File: config.mk
export PLATFORM = sky130hd
export DESIGN_NAME = load_store_buffer
export DESIGN_NICKNAME = d
export VERILOG_FILES = /design/src/rtl/load_store_buffer_pkg.sv /design/src/rtl/load_store_buffer_ext.sv /design/src/rtl/load_store_buffer.sv
export SDC_FILE = /design/constraint.sdc
export NUM_CORES = 2
export LEC_CHECK = 0
export CORE_UTILIZATION = 66
export CTS_BUF_LIST = sky130_fd_sc_hd__clkbuf_2
export CTS_CLUSTER_DIAMETER = 50
export CTS_CLUSTER_SIZE = 8
export DETAILED_ROUTE_END_ITERATION = 16
export GPL_TIMING_DRIVEN = 0
export PLACE_DENSITY_LB_ADDON = 0.1
export SLEW_MARGIN = 20
export SYNTH_ARGS = -nofsm -noshare
export SYNTH_HDL_FRONTEND = slang
export SYNTH_SLANG_ARGS = --single-unit
File: constraint.sdc
create_clock -name clk_in -period 18.2 [get_ports clk_in]
set_clock_uncertainty 0.05 [all_clocks]
set_input_delay 1.82 -clock clk_in [delete_from_list [all_inputs] [get_ports clk_in]]
set_output_delay 1.82 -clock clk_in [all_outputs]
set_load 0.01 [all_outputs]
File: src/rtl/load_store_buffer_pkg.sv
// Shared constants and types for the load/store buffer.
//   LSB_BIT_P / ROB_BIT_P : default queue-depth exponent and ROB tag width
//   IO_HI                 : addr[17:16] pattern that marks an MMIO access
//   F3_*                  : funct3 size/sign codes for loads and stores
//   lsb_state_e           : memory-port FSM state encoding
//   is_mmio()             : MMIO address classifier
package load_store_buffer_pkg;

    localparam int         LSB_BIT_P = 3;
    localparam int         ROB_BIT_P = 4;
    localparam logic [1:0] IO_HI     = 2'b11;

    localparam logic [2:0] F3_LB  = 3'b000;
    localparam logic [2:0] F3_LH  = 3'b001;
    localparam logic [2:0] F3_LW  = 3'b010;
    localparam logic [2:0] F3_LBU = 3'b100;
    localparam logic [2:0] F3_LHU = 3'b101;
    localparam logic [2:0] F3_SB  = 3'b000;
    localparam logic [2:0] F3_SH  = 3'b001;
    localparam logic [2:0] F3_SW  = 3'b010;

    typedef enum logic [1:0] {
        ST_IDLE = 2'b00,
        ST_REQ  = 2'b01,
        ST_WAIT = 2'b10
    } lsb_state_e;

    function automatic logic is_mmio(input logic [31:0] addr);
        return (addr[17:16] == IO_HI);
    endfunction

endpackage

File: src/rtl/load_store_buffer_ext.sv
// Load data extender: turns the raw little-endian word returned by memory
// into the architectural 32-bit result according to funct3.
//   funct3_i : size/sign code of the load
//   raw_i    : raw memory data, valid bytes in the low lanes
//   ext_o    : sign- or zero-extended result
module lsb_load_ext
    import load_store_buffer_pkg::*;
(
    input  logic [2:0]  funct3_i,
    input  logic [31:0] raw_i,
    output logic [31:0] ext_o
);

    // Select extension by access size and signedness
    always_comb begin
        ext_o = raw_i;
        case (funct3_i)
            F3_LB:   ext_o = {{24{raw_i[7]}}, raw_i[7:0]};
            F3_LH:   ext_o = {{16{raw_i[15]}}, raw_i[15:0]};
            F3_LW:   ext_o = raw_i;
            F3_LBU:  ext_o = {24'h000000, raw_i[7:0]};
            F3_LHU:  ext_o = {16'h0000, raw_i[15:0]};
            default: ext_o = raw_i;
        endcase
    end

endmodule

File: src/rtl/load_store_buffer.sv
// In-order load/store queue between dispatch/address ALU and the memory
// controller. Entries hold ops in program order, pick up addresses by ROB
// tag and store data from the CDB; the head issues one request at a time.
// Stores reach memory only after commit; loads return extended data.
//   clk_in/rst_in/rdy_in      : clock, async active-low reset, global stall
//   disp_*  / lsb_full        : dispatch port and full indication
//   addr_*                    : address ALU results
//   cdb_*                     : common data bus snoop
//   rob_head, commit_*, flush : ROB control
//   mem_req_* / mem_resp_*    : memory controller handshake
//   res_*                     : load results and store-ready notices
module load_store_buffer
    import load_store_buffer_pkg::*;
#(
    parameter int LSB_BIT = LSB_BIT_P,
    parameter int ROB_BIT = ROB_BIT_P
) (
    input  logic               clk_in,
    input  logic               rst_in,
    input  logic               rdy_in,
    input  logic               disp_valid,
    input  logic               disp_is_store,
    input  logic [2:0]         disp_funct3,
    input  logic [ROB_BIT-1:0] disp_rob,
    input  logic               disp_data_rdy,
    input  logic [31:0]        disp_data,
    input  logic [ROB_BIT-1:0] disp_data_tag,
    output logic               lsb_full,
    input  logic               addr_valid,
    input  logic [31:0]        addr_value,
    input  logic [ROB_BIT-1:0] addr_rob,
    input  logic               cdb_valid,
    input  logic [ROB_BIT-1:0] cdb_rob,
    input  logic [31:0]        cdb_value,
    input  logic [ROB_BIT-1:0] rob_head,
    input  logic               commit_valid,
    input  logic [ROB_BIT-1:0] commit_rob,
    input  logic               flush,
    output logic               mem_req_valid,
    output logic               mem_req_we,
    output logic [31:0]        mem_req_addr,
    output logic [1:0]         mem_req_size,
    output logic [31:0]        mem_req_wdata,
    input  logic               mem_req_ready,
    input  logic               mem_resp_valid,
    input  logic [31:0]        mem_resp_data,
    output logic               res_valid,
    output logic [ROB_BIT-1:0] res_rob,
    output logic [31:0]        res_value
);

    localparam int                 DEPTH    = 1 << LSB_BIT;
    localparam logic [LSB_BIT:0]   CNT_ONE  = (LSB_BIT+1)'(1);
    localparam logic [LSB_BIT:0]   CNT_FULL = (LSB_BIT+1)'(DEPTH);
    localparam logic [LSB_BIT-1:0] PTR_ONE  = LSB_BIT'(1);

    typedef struct packed {
        logic               valid;
        logic               is_store;
        logic [2:0]         funct3;
        logic [ROB_BIT-1:0] rob;
        logic               addr_rdy;
        logic [31:0]        addr;
        logic               data_rdy;
        logic [31:0]        data;
        logic [ROB_BIT-1:0] data_tag;
        logic               committed;
        logic               notified;
    } entry_t;

    entry_t             ent_q [DEPTH];
    entry_t             ent_d [DEPTH];
    logic [LSB_BIT-1:0] head_q, head_d, tail_q, tail_d;
    logic [LSB_BIT:0]   count_q, count_d;
    lsb_state_e         state_q, state_d;
    logic               discard_q, discard_d;
    logic               infl_store_q, infl_store_d;
    logic [2:0]         infl_funct3_q, infl_funct3_d;
    logic [ROB_BIT-1:0] infl_rob_q, infl_rob_d;
    logic               mem_req_valid_q, mem_req_valid_d;
    logic               mem_req_we_q, mem_req_we_d;
    logic [31:0]        mem_req_addr_q, mem_req_addr_d;
    logic [1:0]         mem_req_size_q, mem_req_size_d;
    logic [31:0]        mem_req_wdata_q, mem_req_wdata_d;
    logic               res_valid_q, res_valid_d;
    logic [ROB_BIT-1:0] res_rob_q, res_rob_d;
    logic [31:0]        res_value_q, res_value_d;

    entry_t             head_ent_s;
    logic               issue_ok_s, issue_go_s;
    logic               resp_done_s, load_done_s, pop_s, disp_acc_s;
    logic [LSB_BIT:0]   ncommit_s;
    logic               ntc_found_s, notice_fire_s;
    logic [LSB_BIT-1:0] ntc_idx_s;
    logic [31:0]        ext_s;

    lsb_load_ext u_ext (
        .funct3_i (infl_funct3_q),
        .raw_i    (mem_resp_data),
        .ext_o    (ext_s)
    );

    assign lsb_full      = (count_q == CNT_FULL);
    assign mem_req_valid = mem_req_valid_q;
    assign mem_req_we    = mem_req_we_q;
    assign mem_req_addr  = mem_req_addr_q;
    assign mem_req_size  = mem_req_size_q;
    assign mem_req_wdata = mem_req_wdata_q;
    assign res_valid     = res_valid_q;
    assign res_rob       = res_rob_q;
    assign res_value     = res_value_q;

    // Head issue eligibility; MMIO loads must be non-speculative
    always_comb begin
        head_ent_s = ent_q[head_q];
        if (!head_ent_s.valid || !head_ent_s.addr_rdy) begin
            issue_ok_s = 1'b0;
        end else if (head_ent_s.is_store) begin
            issue_ok_s = head_ent_s.committed && head_ent_s.data_rdy;
        end else if (is_mmio(head_ent_s.addr)) begin
            issue_ok_s = (head_ent_s.rob == rob_head);
        end else begin
            issue_ok_s = 1'b1;
        end
    end

    // Handshake qualifiers; a load squashed by flush never pops or reports
    always_comb begin
        issue_go_s  = (state_q == ST_IDLE) && issue_ok_s && !flush;
        resp_done_s = (state_q == ST_WAIT) && mem_resp_valid;
        load_done_s = resp_done_s && !infl_store_q && !discard_q && !flush;
        pop_s       = resp_done_s && !discard_q && (infl_store_q || !flush);
        disp_acc_s  = disp_valid && !flush && (!lsb_full || pop_s);
    end

    // Length of the committed-store run starting at head (survives a flush)
    always_comb begin
        logic               run_v;
        logic [LSB_BIT-1:0] idx_v;
        ncommit_s = '0;
        run_v     = 1'b1;
        for (int k = 0; k < DEPTH; k++) begin
            idx_v = head_q + k[LSB_BIT-1:0];
            if (run_v && (k[LSB_BIT:0] < count_q) && ent_q[idx_v].valid &&
                ent_q[idx_v].is_store && ent_q[idx_v].committed) begin
                ncommit_s = ncommit_s + CNT_ONE;
            end else begin
                run_v = 1'b0;
            end
        end
    end

    // Oldest store with address and data known that has not been reported
    always_comb begin
        logic [LSB_BIT-1:0] idx_v;
        ntc_found_s = 1'b0;
        ntc_idx_s   = '0;
        for (int k = 0; k < DEPTH; k++) begin
            idx_v = head_q + k[LSB_BIT-1:0];
            if (!ntc_found_s && ent_q[idx_v].valid && ent_q[idx_v].is_store &&
                ent_q[idx_v].addr_rdy && ent_q[idx_v].data_rdy && !ent_q[idx_v].notified) begin
                ntc_found_s = 1'b1;
                ntc_idx_s   = idx_v;
            end else begin
                ntc_found_s = ntc_found_s;
            end
        end
        // Load results own the port this cycle; the notice retries later
        notice_fire_s = ntc_found_s && !load_done_s && !flush;
    end

    // Queue next state: flush truncation, operand capture, pop and push
    always_comb begin
        logic [LSB_BIT-1:0] off_v;
        ent_d   = ent_q;
        head_d  = head_q;
        tail_d  = tail_q;
        count_d = count_q;
        if (flush) begin
            for (int i = 0; i < DEPTH; i++) begin
                off_v = LSB_BIT'(i) - head_q;
                if ({1'b0, off_v} >= ncommit_s) begin
                    ent_d[i].valid = 1'b0;
                end else begin
                    ent_d[i].valid = ent_q[i].valid;
                end
            end
            tail_d = head_q + ncommit_s[LSB_BIT-1:0];
            if (pop_s) begin
                ent_d[head_q].valid = 1'b0;
                head_d  = head_q + PTR_ONE;
                count_d = ncommit_s - CNT_ONE;
            end else begin
                count_d = ncommit_s;
            end
        end else begin
            for (int i = 0; i < DEPTH; i++) begin
                if (ent_q[i].valid) begin
                    if (addr_valid && (ent_q[i].rob == addr_rob)) begin
                        ent_d[i].addr_rdy = 1'b1;
                        ent_d[i].addr     = addr_value;
                    end else begin
                        ent_d[i].addr_rdy = ent_q[i].addr_rdy;
                    end
                    if (cdb_valid && ent_q[i].is_store && !ent_q[i].data_rdy &&
                        (ent_q[i].data_tag == cdb_rob)) begin
                        ent_d[i].data_rdy = 1'b1;
                        ent_d[i].data     = cdb_value;
                    end else begin
                        ent_d[i].data_rdy = ent_q[i].data_rdy;
                    end
                    if (commit_valid && ent_q[i].is_store && (ent_q[i].rob == commit_rob)) begin
                        ent_d[i].committed = 1'b1;
                    end else begin
                        ent_d[i].committed = ent_q[i].committed;
                    end
                end else begin
                    ent_d[i].valid = 1'b0;
                end
            end
            if (notice_fire_s) begin
                ent_d[ntc_idx_s].notified = 1'b1;
            end else begin
                ent_d[ntc_idx_s].notified = ent_q[ntc_idx_s].notified;
            end
            if (pop_s) begin
                ent_d[head_q].valid = 1'b0;
                head_d = head_q + PTR_ONE;
            end else begin
                head_d = head_q;
            end
            // Written after the pop so a full-queue push can reuse the head slot
            if (disp_acc_s) begin
                ent_d[tail_q].valid     = 1'b1;
                ent_d[tail_q].is_store  = disp_is_store;
                ent_d[tail_q].funct3    = disp_funct3;
                ent_d[tail_q].rob       = disp_rob;
                ent_d[tail_q].addr_rdy  = 1'b0;
                ent_d[tail_q].addr      = 32'h0000_0000;
                ent_d[tail_q].data_rdy  = disp_data_rdy || (cdb_valid && (cdb_rob == disp_data_tag));
                ent_d[tail_q].data      = disp_data_rdy ? disp_data : cdb_value;
                ent_d[tail_q].data_tag  = disp_data_tag;
                ent_d[tail_q].committed = 1'b0;
                ent_d[tail_q].notified  = 1'b0;
                tail_d = tail_q + PTR_ONE;
            end else begin
                tail_d = tail_q;
            end
            case ({disp_acc_s, pop_s})
                2'b10:   count_d = count_q + CNT_ONE;
                2'b01:   count_d = count_q - CNT_ONE;
                default: count_d = count_q;
            endcase
        end
    end

    // FSM next state
    always_comb begin
        state_d = state_q;
        case (state_q)
            ST_IDLE: begin
                if (issue_go_s) state_d = ST_REQ;
                else            state_d = ST_IDLE;
            end
            ST_REQ: begin
                if (mem_req_ready) state_d = ST_WAIT;
                else               state_d = ST_REQ;
            end
            ST_WAIT: begin
                if (mem_resp_valid) state_d = ST_IDLE;
                else                state_d = ST_WAIT;
            end
            default: state_d = ST_IDLE;
        endcase
    end

    // FSM outputs: request fields, result port and in-flight bookkeeping
    always_comb begin
        mem_req_valid_d = mem_req_valid_q;
        mem_req_we_d    = mem_req_we_q;
        mem_req_addr_d  = mem_req_addr_q;
        mem_req_size_d  = mem_req_size_q;
        mem_req_wdata_d = mem_req_wdata_q;
        infl_store_d    = infl_store_q;
        infl_funct3_d   = infl_funct3_q;
        infl_rob_d      = infl_rob_q;
        res_valid_d     = 1'b0;
        res_rob_d       = res_rob_q;
        res_value_d     = res_value_q;
        discard_d       = discard_q;
        if (issue_go_s) begin
            mem_req_valid_d = 1'b1;
            mem_req_we_d    = head_ent_s.is_store;
            mem_req_addr_d  = head_ent_s.addr;
            mem_req_size_d  = head_ent_s.funct3[1:0];
            mem_req_wdata_d = head_ent_s.is_store ? head_ent_s.data : 32'h0000_0000;
            infl_store_d    = head_ent_s.is_store;
            infl_funct3_d   = head_ent_s.funct3;
            infl_rob_d      = head_ent_s.rob;
        end else if ((state_q == ST_REQ) && mem_req_ready) begin
            mem_req_valid_d = 1'b0;
        end else begin
            mem_req_valid_d = mem_req_valid_q;
        end
        if (load_done_s) begin
            res_valid_d = 1'b1;
            res_rob_d   = infl_rob_q;
            res_value_d = ext_s;
        end else if (notice_fire_s) begin
            res_valid_d = 1'b1;
            res_rob_d   = ent_q[ntc_idx_s].rob;
            res_value_d = 32'h0000_0000;
        end else begin
            res_valid_d = 1'b0;
        end
        // A flushed in-flight load still completes its handshake, silently
        if (resp_done_s) begin
            discard_d = 1'b0;
        end else if (flush && (state_q != ST_IDLE) && !infl_store_q) begin
            discard_d = 1'b1;
        end else begin
            discard_d = discard_q;
        end
    end

    // State registers; rdy_in low freezes everything
    always_ff @(posedge clk_in or negedge rst_in) begin
        if (!rst_in) begin
            for (int i = 0; i < DEPTH; i++) ent_q[i] <= '0;
            head_q          <= '0;
            tail_q          <= '0;
            count_q         <= '0;
            state_q         <= ST_IDLE;
            discard_q       <= 1'b0;
            infl_store_q    <= 1'b0;
            infl_funct3_q   <= 3'b000;
            infl_rob_q      <= '0;
            mem_req_valid_q <= 1'b0;
            mem_req_we_q    <= 1'b0;
            mem_req_addr_q  <= 32'h0000_0000;
            mem_req_size_q  <= 2'b00;
            mem_req_wdata_q <= 32'h0000_0000;
            res_valid_q     <= 1'b0;
            res_rob_q       <= '0;
            res_value_q     <= 32'h0000_0000;
        end else if (rdy_in) begin
            for (int i = 0; i < DEPTH; i++) ent_q[i] <= ent_d[i];
            head_q          <= head_d;
            tail_q          <= tail_d;
            count_q         <= count_d;
            state_q         <= state_d;
            discard_q       <= discard_d;
            infl_store_q    <= infl_store_d;
            infl_funct3_q   <= infl_funct3_d;
            infl_rob_q      <= infl_rob_d;
            mem_req_valid_q <= mem_req_valid_d;
            mem_req_we_q    <= mem_req_we_d;
            mem_req_addr_q  <= mem_req_addr_d;
            mem_req_size_q  <= mem_req_size_d;
            mem_req_wdata_q <= mem_req_wdata_d;
            res_valid_q     <= res_valid_d;
            res_rob_q       <= res_rob_d;
            res_value_q     <= res_value_d;
        end
    end

endmodule

* Yosys cells after proc, flatten, opt, wreduce, memory -nomap -nowiden *
Cells that the tools add are included.

word-level totals
  flip-flop bits (word level) = 773
  bits of input ports = 167
  output and inout bits = 106
  logic and storage cells = 628

operators by class
  add/subtract/negate cells = 27
  $lt $le $gt $ge = 29
  eq/ne operators = 36
  multiplexer cells = 235
  bitwise gates (word level) = 10
  reduce and logical (&&, ||, !) cells = 188

operators with widths
  operator                                                        count
  648-bit bitwise mux                                             15
  648-bit 2-to-1 mux                                              7
  81-bit demux with 3-bit select                                  13
  81-bit binary-select mux with 3-bit select                      9
  81-bit 2-to-1 mux                                               18
  66-bit 2-to-1 mux                                               16
  32-bit 2-to-1 mux                                               20
  76-bit 2-to-1 mux                                               3
  1-bit logical AND                                               138
  32-bit one-hot mux with 4 select lines                          1
  4-bit equality test                                             26
  1-bit 2-to-1 mux                                                100
  80-bit 2-to-1 mux                                               1
  79-bit 2-to-1 mux                                               1
  72-bit 2-to-1 mux                                               1
  71-bit 2-to-1 mux                                               1
  4-bit 2-to-1 mux                                                11
  4-bit >= comparator (second input constant)                     10
  3-bit inverter with 4-bit output                                10
  39-bit 2-to-1 mux                                               1
  38-bit 2-to-1 mux                                               1
  4-bit by 1-bit adder with 4-bit output (second input constant)  8
  3-bit by 4-bit >= comparator with 1-bit output                  8
  1-bit zero test                                                 30
  other kinds (29)                                                76

* Depth between registers and ports, before layout *
  depth in word-level cells = 82
  mapped depth = 37
  mapped depth without buffers = 30

* Modules after synthesis *
From an unflattened synthesis, not the netlist that was laid out.

second synthesis, totals
  cells, all modules = 3,798
  area, all modules = 39,945.8 sq um

modules (own cells, without submodules)
  module             times used  cells an instance  area each (sq um)  sequential area each (sq um)
  load_store_buffer  1           3,731              39,590.5           19,293.5
  lsb_load_ext       1           67                 355.3              0.0

* Worst setup path after synthesis *
Ideal clock, no wire load.

  path kind = reg-to-reg
  start point = reg head_q[2]
  end point = reg ent_q[242] (netlist name)
  setup time = 0.129 ns
  arrival = 7.436 ns
  required time = 18.021 ns
  slack = 10.585 ns
  stages on the path, launching flop included = 32
  path buffers = 5
  clock period less this slack = 7.615 ns
  cells stage by stage = dfrtp_1 buf_2 inv_2 buf_1 clkbuf_1 buf_1 ha_1 buf_4 mux4_2 nor2_1 a21oi_1 nand4_2 xnor2_1 ha_1 mux2_2 ha_1 nand2_1 a31oi_1 ha_1 a2bb2oi_1 inv_1 ha_1 mux2_2 ha_1 mux2i_1 mux2i_1 inv_1 ha_1 o21bai_1 a21oi_1 o311ai_1 nand2_1

between the ends
  cells in the longest elaborated chain, start to end = 79

ends and longest elaborated chain
  what                                                    RTL line                  RTL
  start: declaration                                      load_store_buffer.sv:73   logic [LSB_BIT-1:0] head_q, head_d, tail_q, tail_d;
  start signal: assignment                                load_store_buffer.sv:330  head_q <= '0;
  start signal: assignment                                load_store_buffer.sv:348  head_q <= head_d;
  3-bit inverter with 4-bit output (not written as such)  --
  81-bit binary-select mux with 3-bit select              --
  81-bit 2-to-1 mux (not written as such) (2 in a row)    load_store_buffer.sv:161  ent_q[idx_v].addr_rdy && ent_q[idx_v].data_rdy && !ent_q[idx_v].notified) begin
  1-bit logical AND (2 in a row)                          load_store_buffer.sv:160  if (!ntc_found_s && ent_q[idx_v].valid && ent_q[idx_v].is_store &&
  1-bit logical AND (2 in a row)                          load_store_buffer.sv:161
  1-bit 2-to-1 mux                                        load_store_buffer.sv:160
  1-bit zero test                                         load_store_buffer.sv:160
  1-bit logical AND (3 in a row)                          load_store_buffer.sv:160
  [... 58 more ...]                                       --
  648-bit bitwise mux                                     load_store_buffer.sv:239  ent_d[tail_q].addr = 32'h0000_0000;
  648-bit bitwise mux                                     load_store_buffer.sv:240  ent_d[tail_q].data_rdy = disp_data_rdy || (cdb_valid && (cdb_rob == disp_data_tag));
  648-bit bitwise mux                                     load_store_buffer.sv:241  ent_d[tail_q].data = disp_data_rdy ? disp_data : cdb_value;
  648-bit bitwise mux                                     load_store_buffer.sv:242  ent_d[tail_q].data_tag = disp_data_tag;
  648-bit bitwise mux                                     load_store_buffer.sv:243  ent_d[tail_q].committed = 1'b0;
  648-bit bitwise mux                                     load_store_buffer.sv:244  ent_d[tail_q].notified = 1'b0;
  648-bit 2-to-1 mux                                      load_store_buffer.sv:233  if (disp_acc_s) begin
  648-bit 2-to-1 mux *                                    load_store_buffer.sv:179  if (flush) begin

Every way passes the cells marked *; elsewhere a longest branch is shown, timed or not. The select of a mux whose other input is x is not followed.
A chain may end at the register's enable or synchronous reset.

* Final worst setup path *
  start point = reg head_q[1]
  end point = reg ent_q[566] (netlist name)

between the ends
  cells in the longest elaborated chain, start to end = 79

ends and longest elaborated chain
  what                                                    RTL line
  3-bit inverter with 4-bit output (not written as such)  --
  81-bit binary-select mux with 3-bit select              --
  81-bit 2-to-1 mux (not written as such) (2 in a row)    load_store_buffer.sv:161
  1-bit logical AND (2 in a row)                          load_store_buffer.sv:160
  1-bit logical AND (2 in a row)                          load_store_buffer.sv:161
  1-bit 2-to-1 mux                                        load_store_buffer.sv:160
  1-bit zero test                                         load_store_buffer.sv:160
  1-bit logical AND (3 in a row)                          load_store_buffer.sv:160
  [... 58 more ...]                                       --
  648-bit bitwise mux                                     load_store_buffer.sv:239
  648-bit bitwise mux                                     load_store_buffer.sv:240
  648-bit bitwise mux                                     load_store_buffer.sv:241
  648-bit bitwise mux                                     load_store_buffer.sv:242
  648-bit bitwise mux                                     load_store_buffer.sv:243
  648-bit bitwise mux                                     load_store_buffer.sv:244
  648-bit 2-to-1 mux                                      load_store_buffer.sv:233
  648-bit 2-to-1 mux *                                    load_store_buffer.sv:179

Marks and branches as above.

==> impl_metrics.toml <==
[outcome]
status = "finished clean"

[global_routing]
grtUsageTotal = 0.444
grt_pass1_wl_um = 204000
grt_max_degree = 91
gr-total-overflow = 0
grt_pass1_vias = 33600
grt_antenna_before_repair = 18

[setup_path]
worstPathRequired_ps = 19240
ff2ff_path_depth = 36
path_common_cell = "ha_1"
r2r_slack_ps = 8180
start_kind = "flop"
reg2reg_to = "ent_q[566]"
end_kind = "flop"
crit_type = "flop to flop"
worstPathMaxFanout = 10
cp.arrival_ps = 11060
rr_startpoint = "head_q[1]"
critPathSlowestCell = "buf_1"
max_stage_delay_ps = 750

[detailed_routing]
drt_iter0_markers = 4905
wl_um = 136000
antenna_left = 0
vias = 35200
drc_errors = 0
via_per_inst = 7.26
wl_per_cell_um = 28.0
first_pass_iters = 9

[timing]
setup_slack_ps = 8180
slew_headroom = 0.189
tightest_slew_ps = 1220
hold_viol = 0
final_max_slew_viol_count = 0
fin_setup_tns_ps = 0
finalCriticalPeriod_ps = 10020
worst_hold_slack_ps = 383
fin_crit_sh = 0.550
setup_violations = 0
grt_setup_unrepaired = "no"
fmax_ghz = 0.0998

[yosys]
ys_seq_elements = 771
synth-simple-area-share = 0.106
synth_top_family_by_area = "compound AO/OA/AOI/OAI gates"
synth-edff-count = 0
yosysSeqAreaShare = 0.483
syn_nets = 3934
yosysWarningCount = 0
ys.flop_type = "dfrtp_1"
netlist_instances = 3733
syn_area_mm2 = 0.0400
synth_mux_area_frac = 0.156
synthAdderAreaFrac = 0.0110
synth_xor_area_frac = 0.0259
synth.distinct_cells = 94
syn_area_per_cell_um2 = 10.7
async_flop_share = 1.00
synth_compound_area_frac = 0.174

[floorplan]
core_area_mm2 = 0.0595
die_area_mm2 = 0.0616
pin_count = 273
num_rows = 89
dieHeight_um = 248
start_util = 0.672
die_w_um = 248

[layout]
layout_common_cells = "dfrtp_1, nor2_1, a21oi_1"
area_growth_pct = 9.65
drive_gt1_frac = 0.129
layout.nets = 4243
nFillCells = 4417
final_core_util = 0.737
final_common_cell = "dfrtp_1"

[pwr]
p_leak_nw = 18.9
combPwrFrac = 0.285
internal_power_mw = 2.85
power_frac_clock = 0.183
power_frac_seq = 0.531
vdd_ir_drop_max_mv = 0.0589
powerDensity_mw_per_mm2 = 99.8
swShare = 0.349
switchingPower_mw = 1.53

[placement]
place_hpwl_um = 95100
gp_congestion = 1.04
port_buffers = 190
dp_slack_ps = 8200

[clock_tree]
cts.path.max_buffers = 3
clock_sinks = 771
cts-root-buf = "clkbuf_2"
cts.htree.levels = 3
ctsHoldBuffers = 0
cts_tree = "built"
path_clk_slew_ps = 170
cts_buffers = 108
insertion_delay_ps = 1320
cts_resized = 0
post_cts_buffers = 0

[job]
drv_cap = 0

[worst_hold_path]
hold_path.class = "primary input to async pin"
flip-flops by register name, summed over array words and instances, names as in the netlist, 2 cells and up:
| signal | count |
|---|---|
| infl_funct3_q | 3 |
| count_q | 4 |
| mem_req_addr | 32 |
| mem_req_wdata | 32 |
| res_value | 32 |
| state_q | 2 |
| head_q | 3 |
| ent_q | 648 |
| infl_rob_q | 4 |
| res_rob | 4 |
| tail_q | 3 |
layer usage:
layer,share of wire,GRT usage,up-vias,routed length (µm)
li1,-,-,14400,-
met1,0.37,0.616,17200,49800
met4,0.059,0.226,16,8020
met5,0.0014,0.0119,-,189
met3,0.15,0.165,619,20700
met2,0.42,0.614,2914,56900
synth_stat cells (35+ instances only):
library cell	instances	area [µm²]
dfrtp_1	771	19300
nand3_1	38	190
xnor2_1	49	429
a21oi_1	353	1770
xor2_1	64	561
a22o_1	91	797
nor2_1	372	1400
mux2i_1	110	1100
mux4_2	172	3870
buf_4	35	263
o22ai_1	237	1480
mux2_2	108	1220
clkbuf_1	280	1050
nand2_1	347	1300
a32o_1	128	1280
o21ai_0	98	490
or3_1	38	238
o31ai_1	37	278
buf_1	40	150
through the flow:
step           instances  total power [mW]  area, µm²
6_report            4840              4.38      43800
3_5_place_dp        4705              3.56      43100
5_1_grt             4836              4.55      43800
4_1_cts             4827              4.32      43800
2_1_floorplan       3733              3.10      40000
3_3_place_gp        4696              3.52      42800
worst max-delay path: cells and delay by family, from the launching register on:
family          cells  cell delay (ps)
compound gates      6             1350
fa+ha+maj           8             2520
xor+xnor            1              480
mux                 4              960
buf+inv            11             3110
flops               1              560
simple gates        6              780
cell families after synthesis:
kind of cell,Yosys count
flip-flops,771
buffers and inverters,423
multiplexers,392
XOR/XNOR,115
AND/OR/NAND/NOR,952
AO/OA/AOI/OAI,1046
adder cells (fa/ha/maj),34
worst max-delay path by stage:
stage,from,end,slack [ps],depth (start not counted)
6_report,head_q[1],ent_q[566],8180,36
2_1_floorplan,head_q[2],ent_q[242],10590,31
3_5_place_dp,head_q[2],ent_q[566],8200,31
5_1_grt,head_q[1],ent_q[566],7620,36
4_1_cts,head_q[2],ent_q[566],8120,31
3_3_place_gp,rst_in,ent_q[133],-19540,1
power groups by stage:
stage	clock network, mW	registers, mW	logic [mW]
final	0.803	2.32	1.25
after global routing	0.855	2.35	1.34
after CTS	0.791	2.31	1.22
after detailed placement	0	2.34	1.22
after global placement	0	2.34	1.18
after floorplan	0	2.26	0.840
final cells by class:
| cell class | instances | area (µm²) | share of cell area |
|---|---|---|---|
| clock inverter | 11 | 120 | 0.00274 |
| clock buffer | 111 | 556 | 0.0127 |
| multi-input combinational | 2539 | 18900 | 0.431 |
| tap | 773 | 967 | 0.0221 |
| antenna | 13 | 32.5 | 0.000742 |
| inverter | 38 | 143 | 0.00325 |
| buffer | 385 | 1690 | 0.0385 |
| timing repair buffer | 199 | 2150 | 0.0492 |
| sequential | 771 | 19300 | 0.440 |
(Power assumes the default switching activity.)
